**src/rtl/output_serializer.sv**
```systemverilog
`default_nettype none
// ============================================================================
// Module   : output_serializer
// Brief    : Two-slot ping-pong row buffer that optionally Gray-decodes each
//            row on load and streams it out as BEATS narrow beats.
// Revision : 1.0  initial release
// ============================================================================
module output_serializer #(
    parameter int PIXEL_ARRAY_WIDTH = 8,
    parameter int OUTPUT_BUS_WIDTH  = 2,
    parameter int PIXEL_BITS        = 4,
    parameter int GRAY_DECODE       = 1,
    localparam int BEATS     = PIXEL_ARRAY_WIDTH / OUTPUT_BUS_WIDTH,
    localparam int BEAT_BITS = (BEATS > 1) ? $clog2(BEATS) : 1
) (
    input  logic                                   CLK,
    input  logic                                   RESET,
    input  logic                                   FLUSH,
    input  logic                                   LOAD_VALID,
    output logic                                   LOAD_READY,
    input  logic [PIXEL_ARRAY_WIDTH*PIXEL_BITS-1:0] DATA_IN,
    output logic                                   OUT_VALID,
    input  logic                                   OUT_READY,
    output logic [OUTPUT_BUS_WIDTH*PIXEL_BITS-1:0] DATA_OUT,
    output logic                                   OUT_FIRST,
    output logic                                   OUT_LAST,
    output logic [BEAT_BITS-1:0]                   OUT_BEAT
);

    localparam int c_row_bits = PIXEL_ARRAY_WIDTH * PIXEL_BITS;
    localparam int c_bus_bits = OUTPUT_BUS_WIDTH * PIXEL_BITS;
    localparam logic [BEAT_BITS-1:0] c_last_beat = BEAT_BITS'(BEATS - 1);

    logic [c_row_bits-1:0] r_slot_0;
    logic [c_row_bits-1:0] r_slot_1;
    logic                  r_wr_ptr;
    logic                  r_rd_ptr;
    logic [1:0]            r_count;
    logic [BEAT_BITS-1:0]  r_beat;

    logic [c_row_bits-1:0] w_decoded;
    logic [c_row_bits-1:0] w_row;
    logic [c_bus_bits-1:0] w_beat_data;
    logic                  w_load;
    logic                  w_xfer;
    logic                  w_pop;
    logic                  w_at_last;

    // Per-pixel input decode; binary bit i is the XOR of Gray bits MSB..i.
    generate
        for (genvar p = 0; p < PIXEL_ARRAY_WIDTH; p++) begin : g_pixel
            logic [PIXEL_BITS-1:0] w_gray;
            logic [PIXEL_BITS-1:0] w_bin;

            assign w_gray = DATA_IN[p*PIXEL_BITS +: PIXEL_BITS];

            if (GRAY_DECODE != 0) begin : g_gray
                for (genvar k = 0; k < PIXEL_BITS; k++) begin : g_bit
                    assign w_bin[k] = ^w_gray[PIXEL_BITS-1:k];
                end
            end else begin : g_raw
                assign w_bin = w_gray;
            end

            assign w_decoded[p*PIXEL_BITS +: PIXEL_BITS] = w_bin;
        end
    endgenerate

    assign LOAD_READY = (r_count != 2'd2) && !FLUSH && !RESET;
    assign OUT_VALID  = (r_count != 2'd0);
    assign w_at_last  = (r_beat == c_last_beat);
    assign w_load     = LOAD_VALID && LOAD_READY;
    assign w_xfer     = OUT_VALID && OUT_READY;
    assign w_pop      = w_xfer && w_at_last;

    assign w_row = r_rd_ptr ? r_slot_1 : r_slot_0;

    always_comb begin
        w_beat_data = '0;
        for (int b = 0; b < BEATS; b++) begin
            if (r_beat == BEAT_BITS'(b)) begin
                w_beat_data = w_row[b*c_bus_bits +: c_bus_bits];
            end
        end
    end

    assign DATA_OUT  = OUT_VALID ? w_beat_data : '0;
    assign OUT_FIRST = OUT_VALID && (r_beat == '0);
    assign OUT_LAST  = OUT_VALID && w_at_last;
    assign OUT_BEAT  = r_beat;

    // Slot storage is deliberately left out of reset and flush.
    always_ff @(posedge CLK) begin
        if (w_load) begin
            if (r_wr_ptr) begin
                r_slot_1 <= w_decoded;
            end else begin
                r_slot_0 <= w_decoded;
            end
        end
    end

    always_ff @(posedge CLK) begin
        if (RESET || FLUSH) begin
            r_wr_ptr <= 1'b0;
            r_rd_ptr <= 1'b0;
            r_count  <= 2'd0;
            r_beat   <= '0;
        end else begin
            if (w_load) begin
                r_wr_ptr <= ~r_wr_ptr;
            end

            if (w_xfer) begin
                if (w_at_last) begin
                    r_beat   <= '0;
                    r_rd_ptr <= ~r_rd_ptr;
                end else begin
                    r_beat <= r_beat + BEAT_BITS'(1);
                end
            end

            // A load coinciding with a final-beat pop leaves occupancy as is.
            unique case ({w_load, w_pop})
                2'b10:   r_count <= r_count + 2'd1;
                2'b01:   r_count <= r_count - 2'd1;
                default: r_count <= r_count;
            endcase
        end
    end

endmodule
`default_nettype wire

```
**config.mk**
```make
export PLATFORM = sky130hd
export DESIGN_NAME = output_serializer
export DESIGN_NICKNAME = d
export VERILOG_FILES = /design/src/rtl/output_serializer.sv
export SDC_FILE = /design/constraint.sdc
export NUM_CORES = 1
export LEC_CHECK = 0
export BUFFER_PORTS_ARGS = -buffer_cell sky130_fd_sc_hd__buf_2
export CORE_ASPECT_RATIO = 0.5
export CORE_MARGIN = 1.5
export CORE_UTILIZATION = 60
export DETAILED_ROUTE_END_ITERATION = 12
export PLACE_DENSITY = 0.84
export REMOVE_ABC_BUFFERS = 1
export SLEW_MARGIN = 20
export SYNTH_ARGS = -nofsm -noshare
export SYNTH_HDL_FRONTEND = slang
export SYNTH_SLANG_ARGS = --single-unit
export TNS_END_PERCENT = 20
```
**constraint.sdc**
```tcl
create_clock -name CLK -period 4.6 [get_ports CLK]
set_clock_uncertainty 0.05 [all_clocks]
set_input_delay 0 -clock CLK [delete_from_list [all_inputs] [get_ports CLK]]
set_output_delay 0 -clock CLK [all_outputs]
set_load 0.01 [all_outputs]
```
======== Word-level counts from Yosys, hierarchy flattened ========
Index checks and enable logic that the tools add are counted.
word-level totals
  register bits ........................... 70
  bits of input ports ..................... 37
  output and inout bits ................... 14
  logic and storage cells ................. 65
cells by class
  add/sub/neg operators ................... 3
  equality and inequality tests ........... 6
  multiplexer cells ....................... 8
  bitwise logic cells ..................... 2
  reductions and logical operators ........ 40
operator list
  cell                   count
  $mux W8                5
  $mux W32               1
  $reduce_xor A4 Y1      8
  $reduce_xor A3 Y1      8
  $reduce_xor A2 Y1      8
  $logic_and A1 B1 Y1    7
  $eq A2 B2 Y1 const B   3
  $reduce_and A2 Y1      3
  $add A2 B1 Y2 const B  2
  $eq A2 B1 Y1 const B   2
  $pmux W2 S2            1
  $reduce_bool A2 Y1     2
  $logic_not A1 Y1       2
  $logic_not A2 Y1       1
  $mux W2                1
  $ne A2 B2 Y1 const B   1
  $not A1 Y1             2
  $sub A2 B1 Y2 const B  1
  $logic_or A1 B1 Y1     1

======== Depth between registers and ports, before layout ========
  depth in word-level cells ............... 6
  gate-level depth with buffers ........... 8
  gate-level depth less buffers ........... 7

======== Worst setup path before layout ========
OpenSTA, ideal clock, no wires.
  kind .................................... flip-flop to flip-flop
  from .................................... register r_count[0]
  to ...................................... register r_slot_1[0] (enable)
  library setup time ...................... 0.421 ns
  arrival time ............................ 2.069 ns
  data required time ...................... 4.129 ns
  slack ................................... 2.060 ns
  cell stages (with the launch flop) ...... 5
  buffers on the path ..................... 1
  clock period less this slack ............ 2.540 ns
  path through ............................ dfxtp_1 -> buf_2 -> nand2b_1 -> nand3_1 -> nor2_1
on the way
  word-level cells in the longest chain between the ends .. 5
RTL lines
  item                              RTL line  RTL
  from (decl)                       38        logic [1:0] r_count;
  from (signal assigned)            125       2'b10: r_count <= r_count + 2'd1;
  from (signal assigned)            126       2'b01: r_count <= r_count - 2'd1;
  from (signal assigned)            127       default: r_count <= r_count;
  $ne A2 B2 Y1                      69        assign LOAD_READY = (r_count != 2'd2) && !FLUSH && !RESET;
  $logic_and A1 B1 Y1 (2 in a row)  69
  $logic_and A1 B1 Y1               72        assign w_load = LOAD_VALID && LOAD_READY;
  $reduce_and A2 Y1 (no line)       n/a
  to (signal assigned)              96        r_slot_1 <= w_decoded;
  to (decl)                         35        logic [c_row_bits-1:0] r_slot_1;
Every way passes these cells.
A chain may end at the register's enable or synchronous reset.

======== Final worst setup path ========
  from .................................... register r_rd_ptr
  to ...................................... output port DATA_OUT[0]
on the way
  word-level cells in the longest chain between the ends .. 6
RTL lines
  item                    RTL line  RTL
  from (decl)             37        logic r_rd_ptr;
  from (signal assigned)  117       r_rd_ptr <= ~r_rd_ptr;
  $mux W32 *              76        assign w_row = r_rd_ptr ? r_slot_1 : r_slot_0;
  $mux W8 (3 in a row)    81        if (r_beat == BEAT_BITS'(b)) begin
  $mux W8 *               81
  $mux W8 *               87        assign DATA_OUT = OUT_VALID ? w_beat_data : '0;
  to (decl)               24        output logic [OUTPUT_BUS_WIDTH*PIXEL_BITS-1:0] DATA_OUT,
Mark *: on every way between the ends. The rest lies on a longest branch, timed or not.

==> results by group <==
Worst hold path
  • Hold_sp: FLUSH
  • Worst min-delay path endpoint: r_count[0]
  • Worst Hold Class: in -> reg
  • Hold path depth: 6

Route
  • Wire length per cell: 16.41 µm
  • DRT Wirelength: 6039 µm
  • DRC: 0
  • Vias per cell: 5.323
  • Number of nets with antenna violations after routing: 0
  • Vias: 1959
  • DR iter-0 viols: 67
  • DRT Pass-1 Iters: 4

Yosys
  • Synthesized cell area: 0.003097 mm²
  • YS warnings: 0
  • Main synth FF type: edfxtp_1
  • Synth Register Bits: 70
  • Synth cell types: 31
  • Seq/Total Area, Yosys: 0.6594
  • Synth top area share: 0.6206
  • Post-synth top area cell: edfxtp_1
  • Ranking of synthesized cells by area: edfxtp_1, mux2i_1, xor2_1, dfxtp_1, a221oi_1
  • Async SR Flop Fraction: 0
  • Cells after Synth: 202
  • Number of flops mapped to enable cells by yosys: 64
  • Mean Syn Cell Area: 15.33 µm²

Power and ir drop
  • Switching part of the total: 0.2332
  • Combinational share of power: 0.080
  • Maximum VDD drop: 0.2449 mV
  • PwrDens: 339.4 mW/mm²
  • P_leak: 1.454 nW
  • Clock share of power: 0.381
  • P_sw: 313.7 µW
  • Seq pwr share: 0.539
  • Cell internal pwr: 1.032 mW

STA
  • Max Freq: 427.8 MHz
  • Fin. Hold Viols: 0
  • Final period util: 0.5082
  • Fin. max-slew vios: 0
  • Relative slew margins: 0.3032
  • Finish-stage setup viols: 0
  • RSZ-0062 raised after global routing: false
  • Fin crit period: 2338 ps
  • Fin Setup TNS: 0 ps
  • Actual slew at the worst max-slew pin: 1045 ps

Worst setup path
  • CP max stage cell: dfxtp_2
  • Critical path class: reg -> out
  • Worst R2R End: r_wr_ptr
  • Levels on crit path: 4
  • R2R Path Start: r_count[0]
  • R2R setup slack: 2460 ps
  • Crit. End Element: output port
  • Family with the most delay on the worst path: flip-flops
  • Crit path buf inv count: 1
  • CP max FO: 33
  • Crit-path max cell delay: 1010 ps
  • R2R depth: 5
  • Worst Setup SP: r_rd_ptr
  • Startpoint types: flop
  • Data arrival, critical path: 2290 ps
  • Worst path required time: 4550 ps
  • Crit-path cells: mux2i_1 -> a221oi_1 -> o21a_1 -> buf_2

Flow run
  • Max-cap violations: 0

Final layout
  • NumNets Final: 335
  • FILL cells: 279
  • Most common cell after layout, fill and taps aside: edfxtp_1
  • Most frequent cells in the layout: edfxtp_1, buf_2, dlygate4sd3_1
  • N_diodes: 0
  • Fin util: 0.8000
  • P&R area growth vs syn: 28.00%
  • Final Non-Filler Cells: 368
  • Ratio of cells with drive above 1 in the final layout: 0.2483

Floorplanning
  • Die Ht: 53.80 µm
  • Die W: 104.6 µm
  • Row count: 18
  • Core ar.: 0.004955 mm²
  • Die ar.: 0.005627 mm²
  • Number of top-level pins: 51
  • Initial Utilization: 0.6250

Place
  • Post-DP HPWL: 3569 µm
  • Cell total after placement: 314
  • Buffers on Ports: 50
  • RePlAce Congestion: 0.8136

Clock network
  • Clock Latency Late Sink: 350 ps
  • Clock tree from TritonCTS: built
  • Inserted Clock Buffers: 9
  • Longest Clk Path Bufs: 2
  • Clk slew on worst S/H paths: 70 ps
  • CTS sink cnt: 70
  • H-tree depth: 3
  • Root Buffer: clkbuf_8

Global route
  • First-pass GRT wire length: 9349 µm
  • Total GRT Usage: 0.2336
  • Largest net degree at the start of global routing: 34
  • Initial antenna violation count: 0
  • Total grt overflow: 0
  • Vias in the first global route: 2000

Status
  • Status: finished clean
how the worst max path moves through the flow:
stage             endpoint  slack, ps
2_1_floorplan  r_slot_1[0]       2070
3_3_place_gp    r_count[1]       2650
3_5_place_dp    r_count[1]       2560
4_1_cts        DATA_OUT[0]       2280
5_1_grt        DATA_OUT[0]       2150
6_report       DATA_OUT[0]       2260
registers in the layout, summed over array words and instances, names as in the netlist:
register  flops
OUT_BEAT      2
r_count       2
r_rd_ptr      1
r_slot_0     32
r_slot_1     32
r_wr_ptr      1
cell type report:
class / count / area (µm²) / share of cell area
clock buffer: 9 / 123.9 / 0.03125
sequential: 70 / 2043 / 0.5155
timing repair buffer: 90 / 645.6 / 0.1629
tap: 70 / 87.58 / 0.02210
clock inverter: 7 / 81.33 / 0.02052
inverter: 7 / 26.28 / 0.006629
multi-input combinational: 115 / 955.9 / 0.2412
through the flow:
stage          hold WS [ps]  worst slack, ps  power, mW  cell area (µm²)
2_1_floorplan         48.87             2067     0.7845             3022
3_3_place_gp          162.1             2652     0.8158             3378
3_5_place_dp          169.8             2564     0.8211             3378
4_1_cts               238.3             2277      1.347             3964
5_1_grt               317.5             2150      1.388             3964
6_report              243.4             2262      1.345             3964
metal layers:
metal / vias up / global-route usage / routed length, µm
li1: 946 / - / -
met1: 955 / 0.2530 / 2570
met2: 47 / 0.4430 / 3099
met3: 11 / 0.06780 / 251
met4: 0 / 0.1142 / 119
met5: - / 0 / 0
cell families (layout without fill, tap and decap cells):
group | after synthesis | in the layout | synth area share
buffers and inverters | 17 | 113 | 0.03273
AOI/OAI and AO/OA | 31 | 31 | 0.07151
adders and majority gates | 5 | 5 | 0.02020
DFF | 70 | 70 | 0.6594
and+or+nand+nor | 19 | 19 | 0.03313
xor gates and xnor gates | 27 | 27 | 0.07636
muxes | 33 | 33 | 0.1067
power by group through the flow:
stage | clock network [mW] | logic [mW] | registers, mW
2_1_floorplan | 0 | 0.0463 | 0.738
3_3_place_gp | 0 | 0.0768 | 0.739
3_5_place_dp | 0 | 0.0820 | 0.739
4_1_cts | 0.517 | 0.106 | 0.725
5_1_grt | 0.544 | 0.118 | 0.726
6_report | 0.513 | 0.108 | 0.725
synthesized netlist by cell type, types with 2 or more instances:
cell,count
nor2_1,5
ha_1,5
mux2i_1,33
a21oi_1,3
edfxtp_1,64
or2_2,2
dfxtp_1,6
and2_1,3
buf_6,2
xor2_1,26
a221oi_1,8
or3_1,2
clkbuf_1,2
o21a_1,8
buf_1,2
o22ai_1,8
nand2b_1,2
buf_2,2
inv_1,7
worst reg2reg max path: cells and delay by family, from the launching register on:
kind,cells,cell delay (ps)
AOI/OAI and AO/OA,1,120
buffers and inverters,2,1140
and+or+nand+nor,2,330
DFF,1,460
timing repair:
item,in CTS,in global routing
hold buffers,38,0
setup buffers,0,0
gates resized for setup,0,0
hold endpoints to repair,70,0
Power figures use the tool's default switching activity.
